===== config.mk =====
export PLATFORM = sky130hd
export DESIGN_NAME = mul_div_unit
export DESIGN_NICKNAME = d
export VERILOG_FILES = /design/src/rtl/mul_div_unit_pkg.sv /design/src/rtl/mul_div_unit_step.sv /design/src/rtl/mul_div_unit.sv
export SDC_FILE = /design/constraint.sdc
export NUM_CORES = 1
export LEC_CHECK = 0
export CORE_UTILIZATION = 40
export CTS_CLUSTER_SIZE = 10
export DETAILED_ROUTE_END_ITERATION = 8
export SLEW_MARGIN = 20
export SYNTH_ARGS = -nofsm -noshare
export SYNTH_HDL_FRONTEND = slang
export SYNTH_HIERARCHICAL = 1
export SYNTH_SLANG_ARGS = --single-unit

===== constraint.sdc =====
create_clock -name clock -period 4.65 [get_ports clock]
set_input_delay 0.465 -clock clock [delete_from_list [all_inputs] [get_ports clock]]
set_output_delay 0.465 -clock clock [all_outputs]
set_load 0.05 [all_outputs]

===== src/rtl/mul_div_unit_pkg.sv =====
// mul_div_unit_pkg: op/state encodings and ALU control codes shared by the CPU datapath
package mul_div_unit_pkg;
    typedef enum logic [1:0] {
        OP_MULT  = 2'b00,
        OP_MULTU = 2'b01,
        OP_DIV   = 2'b10,
        OP_DIVU  = 2'b11
    } md_op_e;
    typedef enum logic [1:0] {
        S_IDLE = 2'b00,
        S_RUN  = 2'b01,
        S_FIX  = 2'b10
    } md_state_e;
    typedef enum logic [3:0] {
        ALU_ADD, ALU_SUB, ALU_AND, ALU_OR, ALU_XOR, ALU_NOR,
        ALU_SLT, ALU_SLTU, ALU_SLL, ALU_SRL, ALU_SRA, ALU_LUI
    } alu_ctrl_e;
    function automatic logic op_is_signed(md_op_e o);
        return o == OP_MULT || o == OP_DIV;
    endfunction
    function automatic logic op_is_div(md_op_e o);
        return o == OP_DIV || o == OP_DIVU;
    endfunction
endpackage


===== src/rtl/mul_div_unit_step.sv =====
// mul_div_step: one shift-add (multiply) or restoring shift-subtract (divide) iteration
module mul_div_step
    import mul_div_unit_pkg::*;
#(
    parameter int WIDTH = 32
) (
    input  logic             is_div,
    input  logic [WIDTH-1:0] acc,
    input  logic [WIDTH-1:0] shreg,
    input  logic [WIDTH-1:0] b,
    output logic [WIDTH-1:0] acc_next,
    output logic [WIDTH-1:0] shreg_next
);
    logic [WIDTH:0] sum;
    logic [WIDTH:0] shifted;
    logic           ge;
    always_comb begin
        sum        = {1'b0, acc} + (shreg[0] ? {1'b0, b} : '0);
        shifted    = {acc, shreg[WIDTH-1]};
        ge         = shifted >= {1'b0, b};
        acc_next   = is_div ? (ge ? WIDTH'(shifted - {1'b0, b}) : shifted[WIDTH-1:0]) : sum[WIDTH:1];
        shreg_next = is_div ? {shreg[WIDTH-2:0], ge} : {sum[0], shreg[WIDTH-1:1]};
    end
endmodule


===== src/rtl/mul_div_unit.sv =====
// mul_div_unit: 33-cycle iterative MULT/MULTU/DIV/DIVU with HI/LO registers and mthi/mtlo
module mul_div_unit
    import mul_div_unit_pkg::*;
#(
    parameter int WIDTH = 32
) (
    input  logic             clock,
    input  logic             resetN,
    input  logic             start,
    input  logic [1:0]       op,
    input  logic [WIDTH-1:0] A,
    input  logic [WIDTH-1:0] B,
    input  logic             hiWrite,
    input  logic             loWrite,
    input  logic [WIDTH-1:0] writeData,
    output logic             busy,
    output logic             done,
    output logic             divByZero,
    output logic [WIDTH-1:0] hi,
    output logic [WIDTH-1:0] lo
);
    md_state_e          state;
    md_op_e             op_q;
    md_op_e             op_in;
    logic [5:0]         cnt;
    logic               sign_a, sign_b, sa_in, sb_in;
    logic [WIDTH-1:0]   acc, shreg, divisor, a_orig;
    logic [WIDTH-1:0]   acc_next, shreg_next;
    logic [WIDTH-1:0]   a_abs, b_abs, res_hi, res_lo;
    logic [2*WIDTH-1:0] prod;
    mul_div_step #(.WIDTH(WIDTH)) u_step (
        .is_div     (op_is_div(op_q)),
        .acc        (acc),
        .shreg      (shreg),
        .b          (divisor),
        .acc_next   (acc_next),
        .shreg_next (shreg_next)
    );
    // Sign flags are only ever set for signed ops, so they alone drive the fix-up.
    always_comb begin
        op_in  = md_op_e'(op);
        sa_in  = op_is_signed(op_in) & A[WIDTH-1];
        sb_in  = op_is_signed(op_in) & B[WIDTH-1];
        a_abs  = sa_in ? -A : A;
        b_abs  = sb_in ? -B : B;
        prod   = (op_q == OP_MULT && (sign_a ^ sign_b)) ? -{acc, shreg} : {acc, shreg};
        res_hi = !op_is_div(op_q) ? prod[2*WIDTH-1:WIDTH] : (divisor == '0) ? a_orig : sign_a ? -acc : acc;
        res_lo = !op_is_div(op_q) ? prod[WIDTH-1:0] : (divisor == '0) ? '1 : (sign_a ^ sign_b) ? -shreg : shreg;
        busy   = state != S_IDLE;
    end
    always_ff @(posedge clock) begin
        if (!resetN) begin
            state     <= S_IDLE;
            cnt       <= '0;
            hi        <= '0;
            lo        <= '0;
            done      <= 1'b0;
            divByZero <= 1'b0;
        end else begin
            done      <= 1'b0;
            divByZero <= 1'b0;
            case (state)
                S_IDLE: begin
                    if (start) begin
                        op_q    <= op_in;
                        sign_a  <= sa_in;
                        sign_b  <= sb_in;
                        acc     <= '0;
                        shreg   <= a_abs;
                        divisor <= b_abs;
                        a_orig  <= A;
                        cnt     <= '0;
                        state   <= S_RUN;
                    end else begin
                        if (hiWrite) hi <= writeData;
                        if (loWrite) lo <= writeData;
                    end
                end
                S_RUN: begin
                    acc   <= acc_next;
                    shreg <= shreg_next;
                    cnt   <= cnt + 6'd1;
                    if (cnt == 6'(WIDTH - 1)) state <= S_FIX;
                end
                S_FIX: begin
                    hi        <= res_hi;
                    lo        <= res_lo;
                    done      <= 1'b1;
                    divByZero <= op_is_div(op_q) && divisor == '0;
                    state     <= S_IDLE;
                end
                default: state <= S_IDLE;
            endcase
        end
    end
endmodule


---- Word level (Yosys, flattened, before mapping) ----
Cells that the tools add are included.
cells by class
  $add $sub $neg .......................... 8
  $lt $le $gt $ge ......................... 1
  eq/ne operators ......................... 11
  mux-type cells .......................... 29
  bitwise operators ....................... 3
  reduce and logical (&&, ||, !) cells .... 18
operator list
  cell                   number
  $mux W32               18
  $pmux W32 S2           4
  $neg A32 Y32           4
  $mux W64               1
  $neg A64 Y64           1
  $add A32 B32 Y33       1
  $ge A33 B32 Y1         1
  $logic_not A32 Y1      1
  $sub A32 B32 Y32       1
  $pmux W6 S2            1
  $reduce_and A3 Y1      4
  $ne A2 B2 Y1 const B   5
  $eq A2 B2 Y1 const B   4
  $add A6 B1 Y6 const B  1
  $eq A6 B5 Y1 const B   1
  $logic_not A2 Y1       3
  $mux W6                1
  $reduce_and A2 Y1      3
  $reduce_bool A2 Y1     3
  $mux W2                2
  $pmux W2 S2            1
  $and A1 B1 Y1          2
  $eq A2 B1 Y1 const B   1
  $logic_and A1 B1 Y1    2
  3 further kinds        4
word-level totals
  flip-flop bits (word level) ............. 206
  input port bits ......................... 103
  output and inout port bits .............. 67
  word-level logic and storage cells ...... 83

---- Depth between registers and ports, before layout ----
  depth after elaboration ................. 6
  mapped depth ............................ 14
  mapped depth without buffers ............ 13

---- By module ----
The synthesis kept the hierarchy.
modules (own cells, without submodules)
  module        instances  cells each  area each (µm²)  seq. area each (µm²)
  mul_div_unit  1          1223        11726.2          5445.2
  mul_div_step  1          709         4813.4           0.0

---- Worst setup path after synthesis ----
No wires, ideal clock.
  kind .................................... input-to-reg
  start ................................... input resetN
  end ..................................... register a_orig[0] (enable)
  arrival time ............................ 3.825 ns
  required time ........................... 4.156 ns
  slack ................................... 0.331 ns
  stages on the path ...................... 4
  path buffers ............................ 2
  cells stage by stage .................... clkbuf_1 inv_1 clkbuf_1 nor2_1
on the way
  cells in the longest elaborated chain, start to end .. 1
RTL lines
  item                                RTL line            RTL
  start: declaration                  mul_div_unit.sv:8   input logic resetN,
  $reduce_and A3 Y1 (no source line)  n/a
  end signal: assignment              mul_div_unit.sv:71  a_orig <= A;
  end: declaration                    mul_div_unit.sv:27  logic [WIDTH-1:0] acc, shreg, divisor, a_orig;
Every way passes these cells.
A chain may end at the register's enable or synchronous reset.

---- Worst setup path after layout ----
  start ................................... register shreg[0]
  end ..................................... register acc[29] (data pin)
on the way
  cells in the longest elaborated chain, start to end .. 4
RTL lines
  item                      RTL line                 RTL
  start: declaration        mul_div_unit.sv:27
  start signal: assignment  mul_div_unit.sv:69       shreg <= a_abs;
  start signal: assignment  mul_div_unit.sv:81       shreg <= shreg_next;
  $mux W32                  mul_div_unit_step.sv:18  sum = {1'b0, acc} + (shreg[0] ? {1'b0, b} : '0);
  $add A32 B32 Y33          mul_div_unit_step.sv:18
  $mux W32                  mul_div_unit_step.sv:21  acc_next = is_div ? (ge ? WIDTH'(shifted - {1'b0, b}) : shifted[WIDTH-1:0]) : sum[WIDTH:1];
  net acc_next[29]          mul_div_unit.sv:28       logic [WIDTH-1:0] acc_next, shreg_next;
  $pmux W32 S2              mul_div_unit.sv:62       case (state)
  end signal: assignment    mul_div_unit.sv:80       acc <= acc_next;
  end: declaration          mul_div_unit.sv:27
The timed path passes the listed nets, and every way through them passes these cells.

==> run summary <==
worst min-delay path startpoint: op[1]
Worst R2R Path Depth: 13
Multi-input gate area: 10400 µm²
Die Y-Extent: 205 µm
drt total wl: 60400 µm
GRT overflow: 0
crit path DAT: 4.33 ns
synth-to-layout area growth: 18.8%
mux contribution to synthesized area: 5.28%
Fillers: 3927
Post-CTS Setup Inserts: 0
largest net degree at the start of global routing: 131
vias: 15600
Cell Rows: 74
Synth async-reset ratio: 0%
Post-Syn Area: 16500 µm²
initial DRC count: 1607
ANT nets after route: 0
Num CTS Buffers: 27
Max Fclk: 249 MHz
non-filler cells, final: 2609
Worst Hold Depth: 1
most frequent cells in the layout: nand2_1, clkdlybuf4s50_1, nor2_1
worst reg2reg setup slack: 0.64 ns
total track usage: 28.3%
Slew @ Worst Pin: 1.08 ns
CORE AREA: 40800 µm²
vias per cell: 6.00
HPWL after DPL: 46300 µm
post-synthesis register bit count: 206
Final Wtd Congestion: 0.992
main combinational cell family by area after synthesis: compound AO/OA/AOI/OAI gates
Final Max Tran Viols: 0
Reg-to-Reg End: acc[29]
CTS tree: built
fin crit share: 86.3%
hold_buf cts: 0
worst hold path type: in2reg
crit path launch type: register
nets@finish: 2233
Clock Tree Root: clkbuf_16
die width: 205 µm
Net Count, Synth: 2106
starting density of the core: 40.5%
main area contributors after synthesis: edfxtp_1, dfxtp_1, ha_1
first-pass GRT wire length: 90900 µm
later-pin clock latency in the skew report: 0.58 ns
Final Skew: 0.0225 ns
Post-route DRC: 0
final hold vios: 0
synth warn: 6
router iterations before antenna repair: 5
Post-synth EDFFs: 132
CTS HTree Levels: 1
Routed WL per cell: 23.1 µm
Max clock buf depth: 3
leak pwr: 7.34 nW
vias in the first global route: 14700
layout cells sized above 1: 8.14%
post-cts sizing count: 0
Cells after DPL: 2562
post-synthesis cell type count: 80
register area share after synthesis: 32.9%
CP Data Required Time: 4.97 ns
RSZ-0062 raised after global routing: no
post-route cell area: 19700 µm²
CP endpoint kind: register
IO Count: 170
Final setup viols: 0
Worst VDD drop: 0.245 mV
ys flop type: edfxtp_1
Max Cap Viol: 0
Clock transition at path regs: 0.06 ns
R2R Path Start: shreg[0]
placed cell areas: 18800 µm²
Mapped Cells: 1932
most common cell after layout, fill and taps aside: nand2_1
Hold Path End: op_q[1]
Syn Area/Cell: 8.56 µm²
status: complete, no violations
Adder-Cell Fraction of Synth Area: 5.46%
cell taking the most area after synthesis: edfxtp_1
Max-slew headroom: 28.1%
CTS Sinks: 206
die footprint: 42200 µm²
antenna cells: 0
Synth Area in Compound Gates: 21.5%
sequential cell area: 5450 µm²
setup TNS: 0 ns
critical path class: reg2reg
Final min period: 4.01 ns
maximum fanout along the worst path: 26
post-synth top area share: 24.0%
post-synthesis simple-gate area fraction: 20.5%
I/O Buffers: 169
Pwr per Cell Area: 300 nW/µm²
initial antenna violation count: 3
crit path launch: shreg[0]
Post-Synth XOR/XNOR Area: 9.80%
==> how the worst max path moves through the flow <==
stage	depth (start not counted)	to	slack (ns)
floorplan	4	a_orig[0]	0.33
global placement	12	acc[27]	0.68
detailed placement	12	acc[27]	0.71
CTS	12	acc[27]	0.69
global route	13	acc[27]	0.30
finish	13	acc[29]	0.64
==> area by class of cell <==
type | count | share of cell area (%)
Inverter | 68 | 1.30
Tap cell | 532 | 3.39
Clock inverter | 9 | 0.554
Timing Repair Buffer | 211 | 10.5
Sequential cell | 206 | 27.7
Clock buffer | 38 | 3.80
Multi-Input combinational cell | 1545 | 52.8
==> stage by stage <==
stage	utilization [%]	total power [W]	hold slack (ns)	setup slack [ns]
final	48.1	0.00590	0.466	0.637
after global routing	48.1	0.00613	0.468	0.299
after CTS	48.1	0.00590	0.453	0.691
after detailed placement	46.0	0.00383	0.458	0.710
after global placement	46.0	0.00382	0.459	0.682
after floorplan	-	0.00328	0.466	0.331
==> cell usage after synthesis, drive strengths merged, types with 16 or more instances <==
cell / count
nand2: 204
a21oi: 146
nor2: 142
edfxtp: 132
o21ai: 127
xnor2: 94
clkbuf: 91
xor2: 91
dfxtp: 74
and2: 72
ha: 69
inv: 68
nand3: 58
mux2i: 49
nor3: 38
a221oi: 36
mux2: 34
a21o: 32
nor4: 32
o31ai: 31
or3: 25
o41ai: 24
buf: 22
a211oi: 19
a31oi: 19
nand4: 17
nand2b: 16
or4: 16
==> report_power, final <==
group          switching [W]  internal (W)
Clock               0.000850       0.00122
Combinational       0.000928      0.000650
Sequential          0.000172       0.00208
Total                0.00195       0.00395
==> layer usage <==
layer | GRT usage, % | vias to the layer above | wire [µm]
met5 | 0 | - | 19
met3 | 4.48 | 101 | 5020
met4 | 8.47 | 4 | 1700
met2 | 42.0 | 673 | 25600
li1 | - | 7379 | -
met1 | 41.9 | 7491 | 28000
==> logic make-up (layout without fill, tap and decap cells) <==
group,Yosys count,after routing
AND/OR/NAND/NOR,677,677
AO/OA/AOI/OAI,529,529
flip-flops,206,206
XOR/XNOR,185,185
buffers and inverters,181,326
multiplexers,83,83
adder cells (fa/ha/maj),71,71
==> state kept, by name (all words and copies together) (netlist names) <==
signal / flops
divByZero: 1
cnt: 6
hi: 32
op_q: 2
sign_a: 1
divisor: 32
state: 2
done: 1
acc: 32
a_orig: 32
lo: 32
shreg: 32
sign_b: 1
==> critical path: stages, from the launching register on <==
cell and delay, ns:
edfxtp_1 0.75, and2_1 0.30, ha_1 0.22, fa_1 0.44
a211o_1 0.30, a21oi_1 0.25, a2111o_1 0.21, a31oi_1 0.19
a211o_1 0.43, a31oi_1 0.28, xnor2_1 0.10, nor2_1 0.09
a21oi_1 0.04, and2_1 0.16
No activity file was read; power rests on OpenSTA's default activity.
